$ cat config.mk
export PLATFORM = sky130hd
export DESIGN_NAME = encoder_8to3_flat
export DESIGN_NICKNAME = d
export VERILOG_FILES = /design/src/rtl/encoder_8to3_if.sv /design/src/rtl/encoder_8to3.sv /design/src/flat_wrapper.sv
export SDC_FILE = /design/constraint.sdc
export NUM_CORES = 1
export LEC_CHECK = 0
export BUFFER_PORTS_ARGS = -buffer_cell sky130_fd_sc_hd__clkbuf_2
export CAP_MARGIN = 20
export CORE_AREA = 2 2 39 41
export CTS_BUF_LIST = sky130_fd_sc_hd__clkbuf_8
export CTS_CLUSTER_SIZE = 24
export DETAILED_ROUTE_END_ITERATION = 16
export DIE_AREA = 0 0 41 43
export PLACE_DENSITY = 0.38
export SYNTH_ARGS = -nofsm -noshare
export SYNTH_HDL_FRONTEND = slang
export SYNTH_SLANG_ARGS = --single-unit
$ cat constraint.sdc
create_clock -name clk -period 0.8 [get_ports clk]
set_input_delay 0.04 -clock clk [delete_from_list [all_inputs] [get_ports clk]]
set_output_delay 0.04 -clock clk [all_outputs]
set_load 0.01 [all_outputs]
$ cat src/rtl/encoder_8to3_if.sv
// ----------------------------------------------------------------------------
// encoder_8to3_if
// Groups the request/result signals of the 8-to-3 priority encoder.
//
//   en     capture enable (driven by master)
//   in     N-bit request vector, bit i = request i (driven by master)
//   out    OUT_W-bit index of the highest asserted request (driven by slave)
//   valid  high when any request bit was set (driven by slave)
//
// master : the block that issues requests and consumes the index
// slave  : the encoder itself
// ----------------------------------------------------------------------------
interface encoder_8to3_if #(
   parameter int N     = 8,
   parameter int OUT_W = $clog2(N)
);

   logic             en;
   logic [N-1:0]     in;
   logic [OUT_W-1:0] out;
   logic             valid;

   modport master (
      output en,
      output in,
      input  out,
      input  valid
   );

   modport slave (
      input  en,
      input  in,
      output out,
      output valid
   );

endinterface : encoder_8to3_if

$ cat src/rtl/encoder_8to3.sv
// ----------------------------------------------------------------------------
// encoder_8to3
// Priority encoder: reduces an N-bit multi-hot request vector to the binary
// index of its highest-numbered set bit, plus a valid flag (OR of all bits).
// With REG_OUT = 1 the result is registered (one-cycle latency, held while
// en = 0, cleared asynchronously by rst_n). With REG_OUT = 0 the result
// follows the request vector combinationally and clk/rst_n/en are unused.
//
//   clk    rising-edge clock
//   rst_n  asynchronous active-low reset (clears out/valid)
//   bus    encoder_8to3_if slave port: en, in -> out, valid
//
// The interface instance must be built with the same N as this module.
// ----------------------------------------------------------------------------
module encoder_8to3 #(
   parameter int N       = 8,
   parameter bit REG_OUT = 1'b1
) (
   input  logic                clk,
   input  logic                rst_n,
   encoder_8to3_if.slave       bus
);

   localparam int OUT_W = $clog2(N);

   logic [OUT_W-1:0] enc_idx;
   logic             enc_any;

   // Ascending scan: each later (higher) set bit overwrites the earlier hit,
   // so the surviving index is the highest asserted bit. All-zero leaves 0.
   // NOTE: both outputs get a default before the loop so every path assigns
   // them and no latch is inferred.
   always_comb begin
      enc_idx = '0;
      enc_any = 1'b0;
      for (int i = 0; i < N; i++) begin
         if (bus.in[i]) begin
            enc_idx = OUT_W'(i);
            enc_any = 1'b1;
         end
      end
   end

   generate
      if (REG_OUT) begin : g_reg
         logic [OUT_W-1:0] out_q;
         logic             valid_q;

         // Only the two output registers hold state; en is not consulted
         // while rst_n is low because the reset branch wins.
         // NOTE: sequential state uses non-blocking assignments so all
         // registers update together from pre-edge values.
         always_ff @(posedge clk or negedge rst_n) begin
            if (!rst_n) begin
               out_q   <= '0;
               valid_q <= 1'b0;
            end else if (bus.en) begin
               out_q   <= enc_idx;
               valid_q <= enc_any;
            end
         end

         assign bus.out   = out_q;
         assign bus.valid = valid_q;
      end else begin : g_comb
         assign bus.out   = enc_idx;
         assign bus.valid = enc_any;
      end
   endgenerate

endmodule : encoder_8to3

$ cat src/flat_wrapper.sv
// flat-port wrapper written by rule: the top's interface ports become plain ports
module encoder_8to3_flat 
#(
   parameter int N       = 8,
   parameter bit REG_OUT = 1'b1
)
  (clk, rst_n, bus_en, bus_in, bus_out, bus_valid);
  encoder_8to3_if #(.N(N)) bus_i ();
  input  logic clk;
  input  logic rst_n;
  input wire logic [$bits(bus_i.en)-1:0] bus_en;
  input wire logic [$bits(bus_i.in)-1:0] bus_in;
  output wire logic [$bits(bus_i.out)-1:0] bus_out;
  output wire logic [$bits(bus_i.valid)-1:0] bus_valid;
  assign bus_i.en = bus_en;
  assign bus_i.in = bus_in;
  assign bus_out = bus_i.out;
  assign bus_valid = bus_i.valid;
  encoder_8to3 #(.N(N), .REG_OUT(REG_OUT)) u_core (.clk(clk), .rst_n(rst_n), .bus(bus_i));
endmodule
-- Word level (Yosys, flattened, before mapping)
Cells that the tools add are included.
- register bits: 4
- bits of input ports: 11
- word-level logic and storage cells: 17
- output and inout port bits: 4
- muxes and demuxes: 15
- operators by type and width (cell ; count):
    2-to-1 mux 3 bit ; 4
    2-to-1 mux 1 bit ; 9
    2-to-1 mux 2 bit ; 2

-- Longest topological paths before layout
- word-level depth: 8
- gate-level depth with buffers: 3
- gate-level depth less buffers: 3

-- Least setup slack after synthesis
No wires, ideal clock.
- path kind: reg-to-reg
- start point: register u_core.bus.out[0] (netlist name)
- end point: register u_core.g_reg.out_q[0] (netlist: u_core.bus.out[0])
- cell stages (with the launch flop): 3
- slack: 0.134 ns
- data arrival time: 0.531 ns
- data required time: 0.665 ns
- period minus slack after synthesis: 0.666 ns
- path buffers: 0
- cell sequence: dfrtp_1 nor2_1 a31oi_1
- RTL lines (item ; line ; RTL):
    end signal: assignment ; encoder_8to3.sv:58 ; out_q <= enc_idx;
    end: declaration ; encoder_8to3.sv:46 ; logic [OUT_W-1:0] out_q;

-- Final worst setup path
- start point: register u_core.g_reg.valid_q (netlist: u_core.bus.valid)
- end point: output port bus_valid
- RTL lines (item ; line ; RTL):
    start: declaration ; encoder_8to3.sv:47 ; logic valid_q;
    start signal: assignment ; encoder_8to3.sv:59 ; valid_q <= enc_any;
    end: declaration ; flat_wrapper.sv:14 ; output wire logic [$bits(bus_i.valid)-1:0] bus_valid;
No word-level cell between the ends.

==> results.json <==
{
  "critPathLaunchType": "flop",
  "drive_gt1_share_pct": 43.9,
  "wl_met3_um": 88,
  "cts_tree": "done",
  "worst-slew-pin-transition_ns": 0.256,
  "p_switching_uw": 149,
  "ir_worst_vdd_mv": 0.390,
  "regArea_um2": 100,
  "cp_cell_sequence": "clkbuf_2",
  "fin_hold_ws_ns": 0.0831,
  "yosysSeqAreaShare_pct": 51.3,
  "slowest_stage": "dfrtp_1",
  "syn_inst": 23,
  "dpl.hpwl_um": 432,
  "ant_nets": 0,
  "routed-wl-met2_um": 147,
  "grt_pass1_vias": 205,
  "place_ws_ns": -0.0121,
  "drc_errors": 0,
  "clockPowerShare_pct": 57.7,
  "row_count": 14,
  "avgSynthCellArea_um2": 8.49,
  "outcome": "finished clean",
  "seq_power_share_pct": 30.4,
  "skew_ns": 0,
  "cp_data_required_time_ns": 0.76,
  "vias": 230,
  "setup_viol": 0,
  "worst_slack_ns": 0.0420,
  "numCtsBuffers": 3,
  "grt_overflow": 0,
  "worst-setup-path-type": "flop to primary output",
  "syn-num-nets": 34,
  "clk_root_buffer_cell": "clkbuf_8",
  "die_w_um": 41,
  "grt_use_total_pct": 8.23,
  "drt_iter0_drc": 13,
  "synth_seq_cells": 4,
  "crit_arrival_ns": 0.72,
  "clock-sinks": 4,
  "io_pins": 15,
  "finalHoldViolations": 0,
  "cts_buffer_depth": 2,
  "cts.repair.resized": 0,
  "yosys_warnings": 0,
  "place_congestion": 0.676,
  "first_pass_iters": 2,
  "ys_types": 10,
  "slew_viol_final": 0,
  "core_um2": 1380,
  "crit_path_max_incr_delay_ns": 0.37,
  "mostFrequentLayoutCell": "clkbuf_2",
  "final_util_pct": 24.6,
  "grt_max_degree": 9,
  "end_kind": "primary output",
  "h-tree-depth": 1,
  "io_buffer_count": 14,
  "rsz0062_at_grt": "no",
  "period_share_pct": 94.8,
  "fillCellCount": 159,
  "path_delay_family": "flip-flops",
  "viasPerCell": 4.04,
  "p_int_uw": 578,
  "synthesis.area_um2": 195,
  "maxCapViolations": 0,
  "swShare_pct": 20.5,
  "crit_buf_inv": 1,
  "period_minus_slack_ns": 0.758,
  "worstSkewPairLatency_ns": 0.21,
  "combPwrFrac_pct": 12.0,
  "syn2layout_area_growth_pct": 74.4,
  "routed_wl_um": 505,
  "wl_per_cell_um": 8.86,
  "slew-limit-headroom_pct": 82.8,
  "initial_core_util_pct": 14.1,
  "final_cell_mix": "14 x clkbuf_2, 7 x nor2_1, 4 x dfrtp_1",
  "post_cts_buffers": 0,
  "num-nets-final": 54,
  "p_leak_nw": 0.161,
  "die_y_um": 43,
  "power.density_nw_per_um2": 2140,
  "fmax_mhz": 1320,
  "dieArea_um2": 1760,
  "critPathMaxFanout": 2,
  "antennaDiodeCount": 0,
  "highest_layer": "met4",
  "clkSlewWorstSetupHoldPaths_ns": 0.03,
  "met1_length_um": 248,
  "hp-class": "primary input to flop",
  "multi_input_area_um2": 83.8,
  "antenna_found_initial": 0,
  "grt_pass1_wl_um": 876
}
==> final timing paths <==
kind | start | end | slack [ns] | depth (start not counted)
max | u_core.bus.valid$_DFFE_PN0P_ | bus_valid | 0.04 | 1
min in group asynchronous | rst_n | u_core.bus.valid$_DFFE_PN0P_ | 0.17 | 2
max reg2reg | u_core.bus.out[0]$_DFFE_PN0P_ | u_core.bus.out[0]$_DFFE_PN0P_ | 0.15 | 2
min | bus_in[7] | u_core.bus.out[0]$_DFFE_PN0P_ | 0.08 | 3
max in group asynchronous | rst_n | u_core.bus.out[0]$_DFFE_PN0P_ | 0.51 | 2
min reg2reg | u_core.bus.out[2]$_DFFE_PN0P_ | u_core.bus.out[2]$_DFFE_PN0P_ | 0.51 | 2
==> sequential cells by signal, indices dropped and copies added (netlist names) <==
name / cells
u_core.bus.out: 3
u_core.bus.valid: 1
==> cell usage after synthesis <==
cell,n,area (um^2)
nor2_1,7,26.3
nor4_1,2,12.5
a221o_1,1,10.0
clkbuf_1,1,3.75
inv_1,2,7.51
o21ai_0,1,5.00
a31oi_1,3,18.8
a21oi_1,1,5.00
nand2b_1,1,6.26
dfrtp_1,4,100
==> metal layers <==
metal,GRT usage (%),vias up
met5,0,-
met4,10.0,0
met3,4.71,3
met2,8.13,18
met1,10.3,92
li1,-,117
==> power groups by stage <==
stage,clock (mW),sequential (mW),combinational (mW)
floorplan,0,0.228,0.0269
global placement,0,0.223,0.0858
detailed placement,0,0.223,0.0845
CTS,0.430,0.221,0.0884
global route,0.467,0.221,0.101
finish,0.419,0.221,0.0869
==> final cells by class <==
| type | instances | share of cell area (%) |
|---|---|---|
| clock buffers | 3 | 12.1 |
| inverters | 2 | 2.21 |
| multi-input cells | 16 | 24.6 |
| flip-flops and latches | 4 | 29.4 |
| well taps | 16 | 5.88 |
| repair buffers | 16 | 25.7 |
==> logic make-up (layout without fill, tap and decap cells) <==
kind of cell / count (synthesis) / after routing / synth area share (%)
buffers and inverters: 3 / 21 / 5.77
AND/OR/NAND/NOR: 10 / 10 / 23.1
flip-flops: 4 / 4 / 51.3
AO/OA/AOI/OAI: 6 / 6 / 19.9
==> metrics by stage <==
step	cells	TNS (ns)	cell area [um^2]	total power, mW
after global placement	53	0	289	0.308
final	57	0	340	0.727
after detailed placement	53	-0.0122	289	0.308
after floorplan	23	0	195	0.255
after CTS	57	0	340	0.740
after global routing	57	0	340	0.790
==> timing repair <==
| item | in CTS | in global routing |
|---|---|---|
| hold buffers | 1 | 0 |
| endpoints found under the hold margin | 4 | 0 |
| endpoints found under the setup margin | 0 | 0 |
No activity file was read; power rests on OpenSTA's default activity.
